`config.mk`:
```
export PLATFORM = sky130hd
export DESIGN_NAME = dds_loader
export DESIGN_NICKNAME = d
export VERILOG_FILES = /design/src/rtl/dds_loader.sv
export SDC_FILE = /design/constraint.sdc
export NUM_CORES = 1
export LEC_CHECK = 0
export CAP_MARGIN = 0
export CELL_PAD_IN_SITES_DETAIL_PLACEMENT = 1
export CELL_PAD_IN_SITES_GLOBAL_PLACEMENT = 2
export CORE_MARGIN = 8
export CORE_UTILIZATION = 30
export DETAILED_ROUTE_END_ITERATION = 12
export DONT_BUFFER_PORTS = 1
export HOLD_SLACK_MARGIN = 0.1
export PLACE_DENSITY_LB_ADDON = 0.08
export SETUP_SLACK_MARGIN = 0.5
export SLEW_MARGIN = 20
export SYNTH_ARGS = -nofsm -noshare
export SYNTH_HDL_FRONTEND = slang
export SYNTH_SLANG_ARGS = --single-unit
```
`constraint.sdc`:
```
create_clock -name clk_i -period 6.6 [get_ports clk_i]
set_input_delay 1.65 -clock clk_i [delete_from_list [all_inputs] [get_ports clk_i]]
set_output_delay 1.65 -clock clk_i [all_outputs]
set_load 0.05 [all_outputs]
```
`src/rtl/dds_loader.sv`:
```
// AD9850 loader: count -> FTW, 40-bit LSB-first serial shift, FQ_UD latch; runs DDS reset/serial-entry after rst_i.
// Load takes 1 + 82*CLK_DIV clocks with busy_o high; DDS_FTW_CLAMP_EN saturates the FTW at FTW_MAX.
module dds_loader #(
  parameter int unsigned CLK_DIV  = 4,
  parameter logic [31:0] FTW_BASE = 32'd240518169,
  parameter logic [31:0] FTW_STEP = 32'd344,
  parameter logic [31:0] FTW_MAX  = 32'd1202590843
) (
  input  logic        clk_i,
  input  logic        rst_i,
  input  logic [15:0] count_i,
  output logic        dds_rst_o,
  output logic        dds_wclk_o,
  output logic        dds_data_o,
  output logic        dds_fqud_o,
  output logic        busy_o,
  output logic [31:0] ftw_o
);

  typedef enum logic [2:0] {
    S_RST, S_INIT_W, S_INIT_F, S_IDLE, S_CALC, S_SHIFT, S_FQUD, S_GAP
  } state_t;

  localparam logic [7:0] DIV_LAST = 8'(CLK_DIV - 1);

  state_t      state;
  logic [7:0]  div_cnt;
  logic [5:0]  cnt;
  logic        ph_b;
  logic        force_load;
  logic [15:0] last_count;
  logic [39:0] shreg;
  logic [31:0] ftw_q;
  logic [31:0] ftw_calc;
  logic        div_end;

  assign div_end = (div_cnt == DIV_LAST);

`ifdef DDS_FTW_CLAMP_EN
  logic [47:0] ftw_sum;
  assign ftw_sum  = {16'd0, FTW_BASE} + 48'(count_i) * {16'd0, FTW_STEP};
  assign ftw_calc = (ftw_sum > {16'd0, FTW_MAX}) ? FTW_MAX : ftw_sum[31:0];
`else
  // Low 32 bits of the 48-bit sum equal the 32-bit wrapped arithmetic.
  logic unused_max;
  assign unused_max = ^FTW_MAX;
  assign ftw_calc   = FTW_BASE + 32'(count_i) * FTW_STEP;
`endif

  always_ff @(posedge clk_i) begin
    if (rst_i) begin
      state      <= S_RST;
      div_cnt    <= '0;
      cnt        <= '0;
      ph_b       <= 1'b0;
      force_load <= 1'b1;
      last_count <= '0;
      shreg      <= '0;
      ftw_q      <= '0;
      dds_rst_o  <= 1'b0;
      dds_wclk_o <= 1'b0;
      dds_data_o <= 1'b0;
      dds_fqud_o <= 1'b0;
      busy_o     <= 1'b1;
      ftw_o      <= '0;
    end else begin
      div_cnt <= div_end ? 8'd0 : div_cnt + 8'd1;
      case (state)
        S_RST: begin
          // First clock after reset raises RESET; the 4 phases count from there.
          if (!dds_rst_o) begin
            dds_rst_o <= 1'b1;
            div_cnt   <= '0;
          end else if (div_end) begin
            if (cnt == 6'd3) begin
              cnt        <= '0;
              dds_rst_o  <= 1'b0;
              dds_wclk_o <= 1'b1;
              state      <= S_INIT_W;
            end else begin
              cnt <= cnt + 6'd1;
            end
          end
        end
        S_INIT_W: if (div_end) begin
          dds_wclk_o <= 1'b0;
          dds_fqud_o <= 1'b1;
          state      <= S_INIT_F;
        end
        S_INIT_F: if (div_end) begin
          dds_fqud_o <= 1'b0;
          busy_o     <= 1'b0;
          state      <= S_IDLE;
        end
        S_IDLE: begin
          div_cnt <= '0;
          if (force_load || (count_i != last_count)) begin
            busy_o <= 1'b1;
            state  <= S_CALC;
          end
        end
        S_CALC: begin
          last_count <= count_i;
          shreg      <= {8'h00, ftw_calc};
          ftw_q      <= ftw_calc;
          dds_data_o <= ftw_calc[0];
          force_load <= 1'b0;
          cnt        <= '0;
          ph_b       <= 1'b0;
          div_cnt    <= '0;
          state      <= S_SHIFT;
        end
        S_SHIFT: if (div_end) begin
          if (!ph_b) begin
            dds_wclk_o <= 1'b1;
            ph_b       <= 1'b1;
          end else begin
            dds_wclk_o <= 1'b0;
            ph_b       <= 1'b0;
            if (cnt == 6'd39) begin
              dds_data_o <= 1'b0;
              dds_fqud_o <= 1'b1;
              ftw_o      <= ftw_q;
              state      <= S_FQUD;
            end else begin
              cnt        <= cnt + 6'd1;
              dds_data_o <= shreg[1];
              shreg      <= shreg >> 1;
            end
          end
        end
        S_FQUD: if (div_end) begin
          dds_fqud_o <= 1'b0;
          state      <= S_GAP;
        end
        S_GAP: if (div_end) begin
          busy_o <= 1'b0;
          state  <= S_IDLE;
        end
        default: state <= S_RST;
      endcase
    end
  end

endmodule

```
==> results of run 1 <==
-- stage by stage --
stage / area, um2 / power [mW] / setup WS, ps
floorplan: 7670 / 1.73 / 1130
global placement: 7940 / 1.99 / 857
detailed placement: 7940 / 2.01 / 795
CTS: 8560 / 3.03 / 1230
global route: 8560 / 3.19 / 916
finish: 8560 / 2.97 / 1240
-- synth_stat cells (7+ instances only) --
| master | n | area share, % |
|---|---|---|
| nand2_1 | 170 | 8.3 |
| dfxtp_1 | 122 | 32 |
| a21oi_1 | 96 | 6.3 |
| nor2_1 | 74 | 3.6 |
| inv_1 | 72 | 3.5 |
| ha_1 | 62 | 10 |
| clkbuf_1 | 41 | 2.0 |
| xnor2_1 | 37 | 4.2 |
| o21ai_0 | 26 | 1.7 |
| a211oi_1 | 25 | 2.5 |
| fa_1 | 25 | 6.5 |
| xor2_1 | 24 | 2.7 |
| nand3_1 | 20 | 1.3 |
| and3_1 | 14 | 1.1 |
| nor3_1 | 14 | 0.91 |
| a31oi_1 | 9 | 0.74 |
| nand4_1 | 9 | 0.74 |
| o21a_1 | 8 | 0.78 |
| a311oi_1 | 7 | 0.80 |
| and2_1 | 7 | 0.57 |
-- cell usage in the layout, fill, tap and decap left out, types with 9 or more instances in the layout --
cell and count:
nor2_1 72, and3_1 14, a21oi_1 96, xor2_1 24, clkbuf_16 17, dfxtp_1 122
nor3_1 14, inv_1 72, ha_1 62, nand2_1 170, nand3_1 20, nand4_1 9
o21ai_0 25, xnor2_1 37, a211oi_1 25, fa_1 25
-- path summary, 6_finish.rpt --
| kind | from | end | slack, ps | cells past startpoint |
|---|---|---|---|---|
| hold / removal | force_load | force_load | 450 | 2 |
| setup reg to reg | div_cnt[0] | ftw_q[26] | 3320 | 9 |
| hold reg to reg | force_load | force_load | 450 | 2 |
| setup / recovery | count_i[4] | ftw_q[24] | 1240 | 15 |
-- kinds of logic (layout without fill, tap and decap cells) --
logic type,after synthesis,after routing,share of synthesized area (%)
muxes,3,3,0.392
other,1,5,0.0490
adders and majority gates,87,87,16.7
and+or+nand+nor,342,342,20.2
buffers and inverters,121,109,6.22
xor gates and xnor gates,61,61,6.98
AOI/OAI and AO/OA,212,212,17.6
DFF,122,122,31.9
-- state kept, by name, summed over array words and instances (netlist names), 3 cells and up --
| register | flops |
|---|---|
| cnt | 6 |
| shreg | 28 |
| last_count | 16 |
| ftw_q | 27 |
| div_cnt | 8 |
| state | 3 |
| ftw_o | 27 |
-- power groups by stage --
stage	clock [mW]	combinational (mW)	sequential, mW
global placement	0	1.24	0.756
finish	1.00	1.23	0.740
global route	1.06	1.40	0.739
CTS	1.03	1.26	0.739
floorplan	0	0.973	0.756
detailed placement	0	1.25	0.756
-- per-layer routing --
layer / vias up / wire (um)
met5: - / 0
met4: 0 / 148
met3: 10 / 986
met2: 76 / 9600
met1: 2964 / 10400
li1: 3183 / -
-- worst min-delay path, cell delays in order (launching register included) --
cell and delay (ps):
dfxtp_1 310, nand2_1 50, nand2_1 50
-- final cells by class --
type                    count  area [um2]
well taps                 330         413
multi-input cells         710        4770
clock inverters            12         161
flip-flops and latches    122        2440
clock buffers              20         457
fillers                  3048       16600
repair buffers              5        37.5
inverters                  72         270
==> impl_results.md, run 1 <==
* Met2 usage at 22.5%
* Min-delay worst type: reg2reg
* Ys flop type: dfxtp_1
* All-Layer GR Usage at 13.8%
* Die area at 0.0309 mm2
* CTS resizes at 0
* Worst hold slack at 449 ps
* Die H at 176 um
* # IOs at 55
* Peak Freq at 187 MHz
* Largest net degree at the start of global routing at 101
* Setup TNS at 0 ps
* CP bufs+invs at 2
* Final HPWL DP at 15800 um
* Worst Path Max Fanout at 7
* Switching Fraction at 38.7%
* Synth warn at 0
* First-pass GRT wire length at 34800 um
* IO buf count at 0
* Leak pwr at 3.38 nW
* CP required at 6860 ps
* Clk pin slew, worst setup/hold paths at 60 ps
* TritonCTS clock tree: done
* Power Density at 348 mW/mm2
* DRT iter0 DRCs at 196
* Sequential fraction of the synthesis area at 31.9%
* CP Launch Type: input pin
* Final Skew at 11.6 ps
* Worst setup EP type: flip-flop
* Int Power at 1.82 mW
* Busiest grt layer: met2
* Routed WL at 21100 um
* Final setup fails at 0
* Mapped cell area at 0.00766 mm2
* Maximum VDD drop at 0.146 mV
* TritonCTS buffer count at 17
* Area growth, synth to finish at 11.7%
* Post-synth ARST share at 0%
* Cell count after synthesis at 949
* Crit path arrival time at 5620 ps
* Clock Latency Late Sink at 410 ps
* Critical path cell sequence: ha_1, fa_1, inv_1, fa_1, inv_1, ha_1, a21oi_1, o211ai_1, a211o_1, and3_1, xor2_1, and2_1, a221oi_1, a311oi_1, a211oi_1
* Max-Slew Margin vs Limit at 30.5%
* Hold-fix buffers, CTS at 0
* Run status: completed
* Slowest CP cell: fa_1
* DRT antenna net count at 0
* Avg Cell Area, Syn at 8.07 um2
* Synth cell types at 63
* Vias per cell at 4.90
* Part of the power in combinational logic at 41.5%
* RePlAce Congestion at 0.775
* Slew @ Worst Pin at 1040 ps
* Die Width at 176 um
* Min cycle time layout at 5360 ps
* Total via count in the routed design at 6233
* Clock Tree Buf Depth at 2
* Per-cell routed wire length at 16.6 um
* Max-slew violations at 0
* Placed instance count at 1239
* Max stage delay on crit path at 530 ps
* Ant. Diodes at 0
* Final hold violation count at 0
* GR Overflow Total at 0
* 1st-pass router iterations at 5
* Initial Util at 30.5%
* Psw at 1.15 mW
* Initial antenna violation count at 0
* H-tree depth at 4
* Vias in the first global route at 6466
* Flops & latches, synth at 122
* Max_cap viols at 0
* Seq pwr share at 24.9%
* Layout cells sized above 1 at 6.16%
* CP Class: in2reg
* Nets at 1033
* Cell Count, Final, Fillers Out at 1271
* M1 GR Usage at 18.3%
* Routing usage on met3 at 3.41%
* Share of the core filled with cells at 34.1%
* Core area at 0.0251 mm2
* Period utilization at 81.2%
* Drt drc at 0
* Crit-path leading delay family: adder cells
* RSZ-0062 raised after global routing: false
* Clock Sinks at 122
* Row count at 58
* Post-CTS setup buffers at 0
* Clock share of power at 33.6%
* Root Driver: clkbuf_16
* EDFF count, synth at 0
No activity file was read; power rests on OpenSTA's default activity.
==> run 2: changes to the inputs <==
==> constraint.sdc (replaced) <==
create_clock -name clk_i -period 5.15 [get_ports clk_i]
set_input_delay 1.2875 -clock clk_i [delete_from_list [all_inputs] [get_ports clk_i]]
set_output_delay 1.2875 -clock clk_i [all_outputs]
set_load 0.05 [all_outputs]
==> impl_results.md, run 2 (synthesis results as in run 1) <==
* Pre-CTS setup slack at 51.9 ps
* CP Launch Type: input pin
* Drt drc at 0
* Slew @ Worst Pin at 1050 ps
* DRT iter0 DRCs at 261
* Largest Register: shreg
* Area growth, synth to finish at 21.0%
* Clk pin slew, worst setup/hold paths at 60 ps
* IO buf count at 0
* Power Density at 479 mW/mm2
* Min-delay src: force_load
* Final HPWL DP at 16300 um
* Die Width at 176 um
* Peak Freq at 219 MHz
* First-pass GRT wire length at 35800 um
* Max-slew violations at 0
* Final hold violation count at 0
* Worst setup margin at 580 ps
* Min cycle time layout at 4570 ps
* Clock Latency Late Sink at 430 ps
* Crit path arrival time at 4900 ps
* Root Driver: clkbuf_16
* Slowest CP cell: or4b_4
* Clock Tree Buf Depth at 2
* Worst r2r src: div_cnt[0]
* Setup TNS at 0 ps
* Hold EP: force_load
* H-tree depth at 4
* FF-to-FF End: ftw_o[26]
* RSZ-0062 raised after global routing: true
* Vias per cell at 4.99
* Initial Util at 30.5%
* Hold-fix buffers, CTS at 0
* Worst Path Max Fanout at 7
* Worst hold path depth at 2
* Max reg flops at 28
* Per-cell routed wire length at 17.0 um
* Fillcell total at 2983
* Leak pwr at 3.57 nW
* Die H at 176 um
* Most common library cell in the layout ignoring fill and taps: nand2_1
* Worst hold slack at 449 ps
* Total via count in the routed design at 6457
* TritonCTS buffer count at 17
* Max stage delay on crit path at 520 ps
* Period utilization at 88.7%
* DRT antenna net count at 0
* Maximum VDD drop at 0.199 mV
* Largest net degree at the start of global routing at 101
* Initial antenna violation count at 0
* Core area at 0.0251 mm2
* GR Overflow Total at 0
* Routed WL at 21900 um
* Ant. Diodes at 0
* Largest regs: shreg: 28 flops, ftw_o: 27 flops, ftw_q: 27 flops
* Layout cells sized above 1 at 14.2%
* CP Class: in2reg
* Crit-path leading delay family: adder cells
* Min-delay worst type: reg2reg
* Clock Sinks at 122
* Max-Slew Margin vs Limit at 30.0%
* Max_cap viols at 0
* Share of the core filled with cells at 36.9%
* Flop2flop setup slack at 2170 ps
* Worst setup EP type: flip-flop
* TritonCTS clock tree: done
* CP required at 5480 ps
* RePlAce Congestion at 0.755
* Final Skew at 14.5 ps
* Run status: completed
* Die area at 0.0309 mm2
* Worst reg-to-reg path cell count at 8
* All-Layer GR Usage at 14.4%
* Vias in the first global route at 6655
* Critical path cell sequence: ha_1, fa_1, inv_1, fa_1, inv_2, ha_4, o211a_1, o31a_4, o21ai_2, or4b_4, a21oi_4, o21ai_2, a31o_1, and3_4, o41ai_4
* Row count at 58
* # IOs at 55
* 1st-pass router iterations at 4
* CP bufs+invs at 2
* Commonest non-fill, non-tap cells in the layout: nand2_1 (169), dfxtp_1 (122), a21oi_1 (91)
* Nets at 1055
* Power Total at 4.44 mW
* Final setup fails at 0
[run 2: changes by cell type in the layout (fill, tap and decap cells not counted), moves of 4 or more]
| cell | change |
|---|---|
| a21oi_1 | -5 |
| a21oi_4 | +4 |
| buf_4 | +22 |
| ha_1 | -19 |
| ha_4 | +17 |
| o21ai_0 | -7 |
| o21ai_1 | +5 |
| xnor2_1 | -5 |
| xnor2_2 | +5 |
| xor2_1 | -5 |
[run 2: area by class of cell]
class / instances / area (um2) / area share (%)
Clock buffer: 19 / 443 / 4.78
Clock inverter: 13 / 215 / 2.32
Inverter: 72 / 270 / 2.92
Multi-Input combinational cell: 710 / 5280 / 57.0
Sequential cell: 122 / 2440 / 26.4
Tap cell: 330 / 413 / 4.46
Timing Repair Buffer: 27 / 203 / 2.19
[run 2: worst register-to-register path: stages (launching register included)]
cell     delay (ps)
dfxtp_1         380
ha_1            250
nor4b_1         350
nand2_1         310
nor2_1          330
nand2_1         160
nor2_2          770
nand2_1         160
a21oi_1         190
[run 2: per-stage QoR]
| stage | cell area (um2) | cells |
|---|---|---|
| 6_report | 9270 | 1293 |
| 3_5_place_dp | 8310 | 1252 |
| 5_1_grt | 9270 | 1293 |
| 4_1_cts | 8960 | 1284 |
| 2_1_floorplan | 7970 | 953 |
| 3_3_place_gp | 8310 | 1252 |
[run 2: worst max path at each step]
stage                     start   endpoint  slack, ps  depth (start not counted)
floorplan           count_i[14]  shreg[25]        380                         16
global placement     count_i[7]  ftw_q[24]        130                         15
detailed placement   count_i[4]  shreg[25]         50                         15
CTS                  count_i[9]  ftw_q[24]        500                         15
global route         count_i[6]  shreg[25]        440                         15
finish               count_i[6]  shreg[25]        580                         15
[run 2: per-layer routing]
| metal | routed length (um) | GRT usage [%] |
|---|---|---|
| met1 | 10600 | 18.4 |
| met2 | 10000 | 23.4 |
| met3 | 948 | 3.63 |
| met4 | 324 | 4.63 |
| met5 | 0 | 0 |
[run 2: repair_timing]
action | in CTS | in global routing
gates resized for setup | 0 | 41
setup buffers | 0 | 9
endpoints found under the setup margin | 0 | 24
[run 2: power by group]
group | switching, mW | leakage, nW | internal [mW]
sequential | 0.00316 | 0.983 | 0.945
combinational | 1.17 | 2.27 | 0.943
clock | 0.502 | 0.318 | 0.878
total | 1.68 | 3.57 | 2.77
==> run 3: changes to the inputs <==
--- a/config.mk
+++ b/config.mk
@@ -9,9 +9,8 @@
 export CELL_PAD_IN_SITES_DETAIL_PLACEMENT = 1
 export CELL_PAD_IN_SITES_GLOBAL_PLACEMENT = 2
 export CORE_MARGIN = 8
-export CORE_UTILIZATION = 30
+export CORE_UTILIZATION = 36
 export DETAILED_ROUTE_END_ITERATION = 12
-export DONT_BUFFER_PORTS = 1
 export HOLD_SLACK_MARGIN = 0.1
 export PLACE_DENSITY_LB_ADDON = 0.08
 export SETUP_SLACK_MARGIN = 0.5
==> impl_results.md, run 3 (synthesis results as in run 1) <==
* Worst hold path depth at 2
* Per-cell routed wire length at 16.6 um
* Min-delay worst type: reg2reg
* Worst hold slack at 451 ps
* Row count at 53
* Max-Slew Margin vs Limit at 34.0%
* Worst setup EP type: flip-flop
* All-Layer GR Usage at 17.8%
* Power Total at 5.27 mW
* Final hold violation count at 0
* Clock Tree Buf Depth at 2
* RSZ-0062 raised after global routing: true
* Final setup fails at 0
* Run status: completed
* Psw at 1.98 mW
* Clock Latency Late Sink at 430 ps
* Clock Sinks at 122
* Drt drc at 0
* Hold-fix buffers, CTS at 0
* IO buf count at 49
* # IOs at 55
* Placed instance count at 1327
* Critical path cell sequence: buf_6, buf_6, buf_12, ha_4, fa_1, inv_1, fa_1, inv_2, ha_4, o211a_1, o31a_4, o21ai_2, or4b_4, a21oi_4, o21ai_4, a31o_1, and3_4, o41ai_2
* Final HPWL DP at 16500 um
* Initial antenna violation count at 0
* Max_cap viols at 0
* Int Power at 3.29 mW
* Clock share of power at 24.7%
* Commonest non-fill, non-tap cells in the layout: nand2_1 (164), dfxtp_1 (122), buf_4 (110)
* Final Skew at 13.3 ps
* Share of the core filled with cells at 51.5%
* Crit-path leading delay family: adder cells
* Initial Util at 36.5%
* Crit path arrival time at 5140 ps
* Area growth, synth to finish at 40.9%
* Cell Count, Final, Fillers Out at 1384
* Fillcell total at 2473
* Ant. Diodes at 0
* Max stage delay on crit path at 540 ps
* Maximum VDD drop at 0.324 mV
* Largest Register: shreg
* Slowest CP cell: or4b_4
* Setup TNS at 0 ps
* Most common library cell in the layout ignoring fill and taps: nand2_1
* Root Driver: clkbuf_16
* Vias per cell at 5.11
* Seq pwr share at 18.0%
* DRT iter0 DRCs at 230
* Power Density at 488 mW/mm2
* CP Launch Type: input pin
* Core area at 0.0210 mm2
* Nets at 1201
* Total via count in the routed design at 7079
* CP bufs+invs at 5
* Max-slew violations at 0
* Worst reg-to-reg path cell count at 7
* Largest net degree at the start of global routing at 52
* Die Width at 162 um
* Clk pin slew, worst setup/hold paths at 60 ps
* Switching Fraction at 37.5%
* GR Overflow Total at 0
* Period utilization at 93.6%
* H-tree depth at 4
* DRT antenna net count at 0
* Max reg flops at 28
* Routed WL at 23000 um
* Part of the power in combinational logic at 57.3%
* Slew @ Worst Pin at 987 ps
* RePlAce Congestion at 0.860
* TritonCTS clock tree: done
* Vias in the first global route at 7721
* Die area at 0.0262 mm2
* Peak Freq at 208 MHz
* Layout cells sized above 1 at 26.4%
* First-pass GRT wire length at 38600 um
* Critical path depth at 18
* Worst Path Max Fanout at 5
* Largest regs: shreg: 28 flops, ftw_o: 27 flops, ftw_q: 27 flops
* 1st-pass router iterations at 4
* Leak pwr at 4.28 nW
* CP required at 5470 ps
* Die H at 162 um
* Min cycle time layout at 4820 ps
* TritonCTS buffer count at 17
* CP Class: in2reg
-- run 3: cell types whose count changed in the layout (fill, tap and decap cells not counted), moves of 5 or more --
cell / delta
ha_1: -10
nand2_1: -5
a21oi_2: +5
a21oi_1: -5
inv_2: +5
clkdlybuf4s50_1: +32
xnor2_1: -5
ha_4: +10
nand2_2: +5
buf_6: +16
buf_2: +5
inv_1: -5
buf_4: +83
-- run 3: layer usage --
layer / global-route usage (%) / up-vias / routed length (um)
met5: 0 / - / 0
met4: 5.13 / 0 / 426
met3: 3.21 / 27 / 570
met2: 31.2 / 82 / 11400
met1: 22.0 / 3460 / 10600
li1: - / 3510 / -
-- run 3: worst paths after layout --
check	start	endpoint	slack (ps)
worst min register to register	ftw_o[20]	ftw_o[20]	450
worst max register to register	div_cnt[0]	ftw_o[13]	2200
worst max-delay path	count_i[7]	shreg[27]	330
worst min-delay path	ftw_o[20]	ftw_o[20]	450
-- run 3: worst min-delay path: cells and delay by family, from the launching register on --
family           cells  cell delay [ps]
AO/OA/AOI/OAI        1               50
flip-flops           1              310
AND/OR/NAND/NOR      1               50
-- run 3: cell type report --
class / instances / area [um2] / share of cell area (%)
Multi-Input combinational cell: 710 / 5630 / 52.2
Sequential cell: 122 / 2440 / 22.6
Timing Repair Buffer: 173 / 1470 / 13.7
Clock buffer: 19 / 433 / 4.01
Tap cell: 275 / 344 / 3.19
Inverter: 72 / 270 / 2.50
Clock inverter: 13 / 193 / 1.79
-- run 3: stage by stage --
| step | area (um2) | setup slack (ps) |
|---|---|---|
| final | 10800 | 331 |
| after floorplan | 7970 | 377 |
| after global placement | 9330 | -517 |
| after detailed placement | 9330 | -586 |
| after CTS | 10400 | 389 |
| after global routing | 10800 | 170 |
-- run 3: power by group through the flow --
stage          combinational (mW)  sequential, mW  clock (mW)
4_1_cts                      2.59           0.946        1.33
3_5_place_dp                 2.28           0.967           0
5_1_grt                      3.29           0.946        1.38
6_report                     3.02           0.946        1.30
3_3_place_gp                 2.23           0.967           0
2_1_floorplan                1.42           0.968           0
-- run 3: repair_timing --
action	CTS	global route
buffers inserted	19	6
hold endpoints to repair	0	0
endpoints found under the setup margin	38	35
resized for setup	114	55
pin swaps	55	29
